==> config.mk <==
export PLATFORM = sky130hd
export DESIGN_NAME = memory_arbiter
export DESIGN_NICKNAME = d
export VERILOG_FILES = /design/src/rtl/cpu_types_pkg.sv /design/src/rtl/arb_timer.sv /design/src/rtl/memory_arbiter.sv
export SDC_FILE = /design/constraint.sdc
export NUM_CORES = 1
export LEC_CHECK = 0
export BUFFER_PORTS_ARGS = -buffer_cell sky130_fd_sc_hd__buf_2
export CAP_MARGIN = 20
export CORE_ASPECT_RATIO = 1.2
export CORE_MARGIN = 8
export CORE_UTILIZATION = 44
export CTS_BUF_LIST = sky130_fd_sc_hd__clkbuf_8
export DETAILED_ROUTE_END_ITERATION = 8
export PLACE_DENSITY = 0.85
export SLEW_MARGIN = 10
export SYNTH_ARGS = -nofsm -noshare
export SYNTH_HDL_FRONTEND = slang
export SYNTH_SLANG_ARGS = --single-unit
==> constraint.sdc <==
create_clock -name CLK -period 2.11 [get_ports CLK]
set_clock_uncertainty 0.1 [all_clocks]
set_input_delay 0.3165 -clock CLK [delete_from_list [all_inputs] [get_ports CLK]]
set_output_delay 0.3165 -clock CLK [all_outputs]
set_load 0.02 [all_outputs]
==> src/rtl/cpu_types_pkg.sv <==
// Shared CPU-side types: bus word, RAM handshake state and the memory arbiter FSM states.
package cpu_types_pkg;

  typedef logic [31:0] word_t;

  typedef enum logic [1:0] {
    FREE,
    BUSY,
    ACCESS,
    ERROR
  } ramstate_t;

  typedef enum logic [1:0] {
    IDLE,
    IGRANT,
    DGRANT
  } arb_state_t;

endpackage

==> src/rtl/arb_timer.sv <==
// Saturating wait counter for a granted RAM access; expired flags the last allowed grant cycle.
module arb_timer #(
  parameter int TIMEOUT = 64
) (
  input  logic CLK,
  input  logic nRST,
  input  logic clear,
  input  logic enable,
  output logic expired
);

  localparam int CW = $clog2(TIMEOUT + 1);

  logic [CW-1:0] count_reg;

  always_ff @(posedge CLK, negedge nRST) begin
    if (!nRST) begin
      count_reg <= '0;
    end else if (clear) begin
      count_reg <= '0;
    end else if (enable && (count_reg != CW'(TIMEOUT))) begin
      count_reg <= count_reg + 1'b1;
    end
  end

  assign expired = (count_reg == CW'(TIMEOUT - 1));

endmodule

==> src/rtl/memory_arbiter.sv <==
// Arbitrates instruction and data requesters onto one RAM port, data first, with timeout and sticky err.
// Optional MEMORY_ARBITER_PERF_EN adds icount/dcount completed-access counters.
module memory_arbiter
  import cpu_types_pkg::*;
#(
  parameter int TIMEOUT = 64
) (
  input  logic      CLK,
  input  logic      nRST,
  input  logic      iREN,
  input  word_t     iaddr,
  output word_t     iload,
  output logic      iwait,
  input  logic      dREN,
  input  logic      dWEN,
  input  word_t     daddr,
  input  word_t     dstore,
  output word_t     dload,
  output logic      dwait,
  output logic      ramREN,
  output logic      ramWEN,
  output word_t     ramaddr,
  output word_t     ramstore,
  input  word_t     ramload,
  input  ramstate_t ramstate,
  output logic      err
`ifdef MEMORY_ARBITER_PERF_EN
  ,
  output word_t     icount,
  output word_t     dcount
`endif
);

  arb_state_t state_reg, state_next;
  logic       ren_reg, ren_next, wen_reg, wen_next;
  word_t      addr_reg, addr_next, store_reg, store_next;
  logic       err_reg, err_next;
  logic       hit_access, hit_error, expired, timeout, finish;
  logic       tmr_clear, tmr_enable;

  assign hit_access = (ramstate == ACCESS);
  assign hit_error  = (ramstate == ERROR);
  assign timeout    = expired && !hit_access && !hit_error;
  assign finish     = hit_access || hit_error || timeout;
  assign tmr_clear  = (state_reg == IDLE);
  assign tmr_enable = (state_reg != IDLE) && !hit_access && !hit_error;
  assign err        = err_reg;

  arb_timer #(.TIMEOUT(TIMEOUT)) u_timer (
    .CLK     (CLK),
    .nRST    (nRST),
    .clear   (tmr_clear),
    .enable  (tmr_enable),
    .expired (expired)
  );

  always_ff @(posedge CLK, negedge nRST) begin
    if (!nRST) begin
      state_reg <= IDLE;
      ren_reg   <= 1'b0;
      wen_reg   <= 1'b0;
      addr_reg  <= '0;
      store_reg <= '0;
      err_reg   <= 1'b0;
    end else begin
      state_reg <= state_next;
      ren_reg   <= ren_next;
      wen_reg   <= wen_next;
      addr_reg  <= addr_next;
      store_reg <= store_next;
      err_reg   <= err_next;
    end
  end

  // An abort (enable dropped) takes priority over a same-cycle completion.
  always_comb begin
    state_next = state_reg;
    ren_next   = ren_reg;
    wen_next   = wen_reg;
    addr_next  = addr_reg;
    store_next = store_reg;
    err_next   = err_reg;
    ramREN     = 1'b0;
    ramWEN     = 1'b0;
    ramaddr    = '0;
    ramstore   = '0;
    iwait      = 1'b1;
    dwait      = 1'b1;
    iload      = '0;
    dload      = '0;
    case (state_reg)
      IDLE: begin
        if (dREN || dWEN) begin
          state_next = DGRANT;
          ren_next   = dREN && !dWEN;
          wen_next   = dWEN;
          addr_next  = daddr;
          store_next = dstore;
        end else if (iREN) begin
          state_next = IGRANT;
          ren_next   = 1'b1;
          wen_next   = 1'b0;
          addr_next  = iaddr;
          store_next = '0;
        end
      end
      IGRANT: begin
        ramREN   = 1'b1;
        ramaddr  = addr_reg;
        ramstore = store_reg;
        if (!iREN) begin
          state_next = IDLE;
        end else if (finish) begin
          state_next = IDLE;
          iwait      = 1'b0;
          iload      = hit_access ? ramload : '0;
          err_next   = err_reg || !hit_access;
        end
      end
      DGRANT: begin
        ramREN   = ren_reg;
        ramWEN   = wen_reg;
        ramaddr  = addr_reg;
        ramstore = store_reg;
        if (!(dREN || dWEN)) begin
          state_next = IDLE;
        end else if (finish) begin
          state_next = IDLE;
          dwait      = 1'b0;
          dload      = hit_access ? ramload : '0;
          err_next   = err_reg || !hit_access;
        end
      end
      default: state_next = IDLE;
    endcase
  end

`ifdef MEMORY_ARBITER_PERF_EN
  word_t icount_reg, dcount_reg;
  logic  i_ok, d_ok;

  assign i_ok = (state_reg == IGRANT) && iREN && hit_access;
  assign d_ok = (state_reg == DGRANT) && (dREN || dWEN) && hit_access;

  always_ff @(posedge CLK, negedge nRST) begin
    if (!nRST) begin
      icount_reg <= '0;
      dcount_reg <= '0;
    end else begin
      if (i_ok) icount_reg <= icount_reg + 32'd1;
      if (d_ok) dcount_reg <= dcount_reg + 32'd1;
    end
  end

  assign icount = icount_reg;
  assign dcount = dcount_reg;
`endif

endmodule

==> summary by stage <==
Status
The run finished, with violations left. The checks that failed: negative setup slack.

Yosys
The warning count from the yosys run is 0. Summing the sequential cell areas from Yosys gives 45.4% of the chip area. After synthesis the cells add up to 4190 µm². The share of synthesized area in the top cell type comes to 45.4%. The number of different library cells used by synthesis comes to 33. The count of flip-flops with a built-in enable after synthesis is 0. In this run the mean area of a mapped cell was between 8 and 9 µm². By area the synthesized netlist is led by dfrtp_1 (45%), and2_1 (9.7%), mux2i_1 (7.9%).

The most used flip-flop cell after synthesis is dfrtp_1. The biggest area contributor in the post-synthesis netlist is dfrtp_1. In the synthesized netlist, the number of instances is 470.

The number of register bits inferred by synthesis is 76. The async set or reset register ratio after synthesis is 100%. When the netlist entered floorplanning its net count stood at ~600.

Timing
For this run, the top clock speed supported by timing is between 400 and 500 MHz. The final count of hold timing violations was 0. Headroom to the max-slew limit came out at approximately 67%. The smallest setup slack after layout is -37.2 ps. The post-layout minimum cycle time is 2150 ps. For the pin with the worst max-slew slack, the measured transition is between 400 and 500 ps. For the final routed database, the setup TNS stands at -65.5 ps. After layout, the worst path uses 102% of the clock period. The number of pins exceeding their max-slew limit in the final report is 0.

Setup repair after global routing could not meet its margin everywhere. The setup violation total in the final timing report is 6.

Floorplanning
The die area is 12,900 µm². The placeable core area is 9370 µm². The floorplan step set the die height to about 120 µm. The number of rows in the core area is 39. Once the floorplan was initialized, standard cells occupied 44.7% of the core. From left edge to right edge, the die measures between 100 and 150 µm. 268 I/O pins were placed.

Placement
Routability-driven placement finished with a final weighted congestion of between 0.9 and 1. Buffers placed on the I/O ports in this run total around 270. Before CTS, the worst setup slack after placement is 137 ps. The total half-perimeter wirelength after legalization and detailed placement is roughly 12,000 µm.

Global routing
Entering global routing, the biggest net connects 100 pins. The first global-routing pass estimated between 20,000 and 25,000 µm of wire. The global routing usage summed across all routing layers is roughly 23%. The via count of the first global-routing pass is approximately 4,700. For this run the aggregate overflow at the end of global routing stands at 0. The number of antenna violations at the first check in global routing is 9.

Clocking
The clock tree root buffer cell is clkbuf_8. The TritonCTS clock tree is built. The clock latency on the worst-skew pair is between 300 and 400 ps. The clock passes through at most 2 buffers. Clock-pin slew was measured on the worst setup and hold paths at 70 ps. The H-tree was split into 3 levels. Buffers inserted during clock tree synthesis total 9. The total number of clock tree sinks is 76.

Route
In this run, the number of DRC markers left after iteration 0 of detailed routing was 192. The number of iterations in the first detailed-routing pass is 4. The average wire per standard cell is a little under 20 µm. For this run, design rule violations remaining after detail routing come to 0. The total via count after detailed routing is 4,594. The via density per instance is around 5.3.

The detail route stage leaves a number of antenna-violating nets equal to 0. The total wirelength of the detailed-routed design is about 17,000 µm.

Pwr
Dividing total power by cell area gives a power density of ~1300 nW/µm². The leakage power is approximately 3.4 nW. The peak supply drop is roughly 0.85 mV.

Critical path
STA puts the critical path data required time at 1690 ps. The worst setup path is captured at an output pin. The termination of the worst setup path is ramstore[16]. Data on the critical path arrives at its endpoint at 1730 ps. The worst register-to-register path begins at state_reg[0].

The minimum setup slack among reg-to-reg paths is roughly 420 ps. The worst reg2reg path depth is 7. The worst register-to-register path ends at state_reg[0]. The launching element type of the critical path is a flop.

The critical-path maximum fanout is 16. The worst setup path is of the reg -> out kind. The source of the critical timing path is state_reg[1].

Layout
The final-stage net count is 884. Cells with a size suffix above 1 make up a little under half of the layout. The synthesis-to-layout area growth is 56.5%. The core utilization of the finished layout is 69.9%.

Hold path
The class of the tightest hold or removal check is in -> reg.

Flow run
The tool flagged a number of max-cap violations equal to 0.
cell type report:
| type | count | area, µm² |
|---|---|---|
| flip-flops and latches | 76 | 1900 |
| repair buffers | 299 | 2080 |
| multi-input cells | 352 | 2210 |
| well taps | 123 | 154 |
| fillers | 670 | 2820 |
| inverters | 5 | 18.8 |
| clock inverters | 4 | 16.3 |
| diodes | 1 | 2.50 |
| clock buffers | 12 | 165 |
timing repair:
action	in CTS	in global routing
resized for setup	10	126
endpoints found under the hold margin	35	0
hold buffers	1	0
buffers inserted	5	4
endpoints found under the setup margin	115	126
pin swaps	0	1
cloned	1	6
metrics by stage:
step	area (µm²)	hold slack (ps)	power, mW	std cells
floorplan	4190	-79.1	4.96	470
global placement	5710	199	6.16	838
detailed placement	5710	206	6.31	838
CTS	6020	62.0	7.61	861
global route	6550	66.9	9.14	872
finish	6550	78.7	8.68	872
how the worst min path moves through the flow:
stage,startpoint,to,slack (ps),depth (start not counted)
finish,dstore[13],store_reg[13],80,2
global route,dstore[11],store_reg[11],70,2
CTS,dstore[13],store_reg[13],60,2
detailed placement,nRST,addr_reg[24],210,1
global placement,nRST,addr_reg[24],200,1
floorplan,nRST,addr_reg[0],-80,0
layout by cell type (no fill, tap or decap), types with 5 or more instances in the layout:
cell	n
buf_12	8
nand2_1	71
o21ai_1	8
buf_6	36
a21oi_1	7
o21ai_0	31
mux2i_1	33
nand2b_1	5
nor2_1	65
and2_4	17
a22o_1	32
clkbuf_8	12
buf_4	45
inv_1	6
and2_1	48
buf_2	202
dfrtp_1	76
cell usage after synthesis, types with 6 or more instances:
cell type and count:
ha_1 6, nor2_1 67, clkbuf_1 17, dfrtp_1 76
a21oi_1 7, o21ai_0 31, and2_1 65, nand2_1 72
mux2i_1 33, a22o_1 32, o21ai_1 9, buf_2 16
report_power, final:
group / total (mW) / leakage, nW / internal (mW) / switching [mW]
registers: 2.47 / 0.943 / 2.10 / 0.372
logic: 5.19 / 2.34 / 2.44 / 2.76
clock network: 1.02 / 0.106 / 0.510 / 0.508
total: 8.68 / 3.38 / 5.05 / 3.64
worst max-delay path: stages, from the launching register on:
cell       delay [ps]
dfrtp_1           390
inv_2              90
ha_4              390
clkbuf_16         210
and2_1            150
buf_4             150
metal layers:
metal	track usage, %	vias to the layer above	part of all wire, %
met3	11.8	47	9.8
met5	0	-	0.59
met4	9.65	16	2.8
met2	39.5	219	51
li1	-	2119	-
met1	23.0	2193	36
cell families (layout without fill, tap and decap cells):
group           count (synthesis)  in the layout  synth area share [%]
simple gates                  224            224                  25.5
compound gates                 87             87                  14.3
flops                          76             76                  45.4
buf+inv                        42            320                  4.69
mux                            34             34                  8.16
fa+ha+maj                       6              6                  1.79
xor+xnor                        1              1                 0.209
other cells                     0              1                     0
Power figures use the tool's default switching activity.
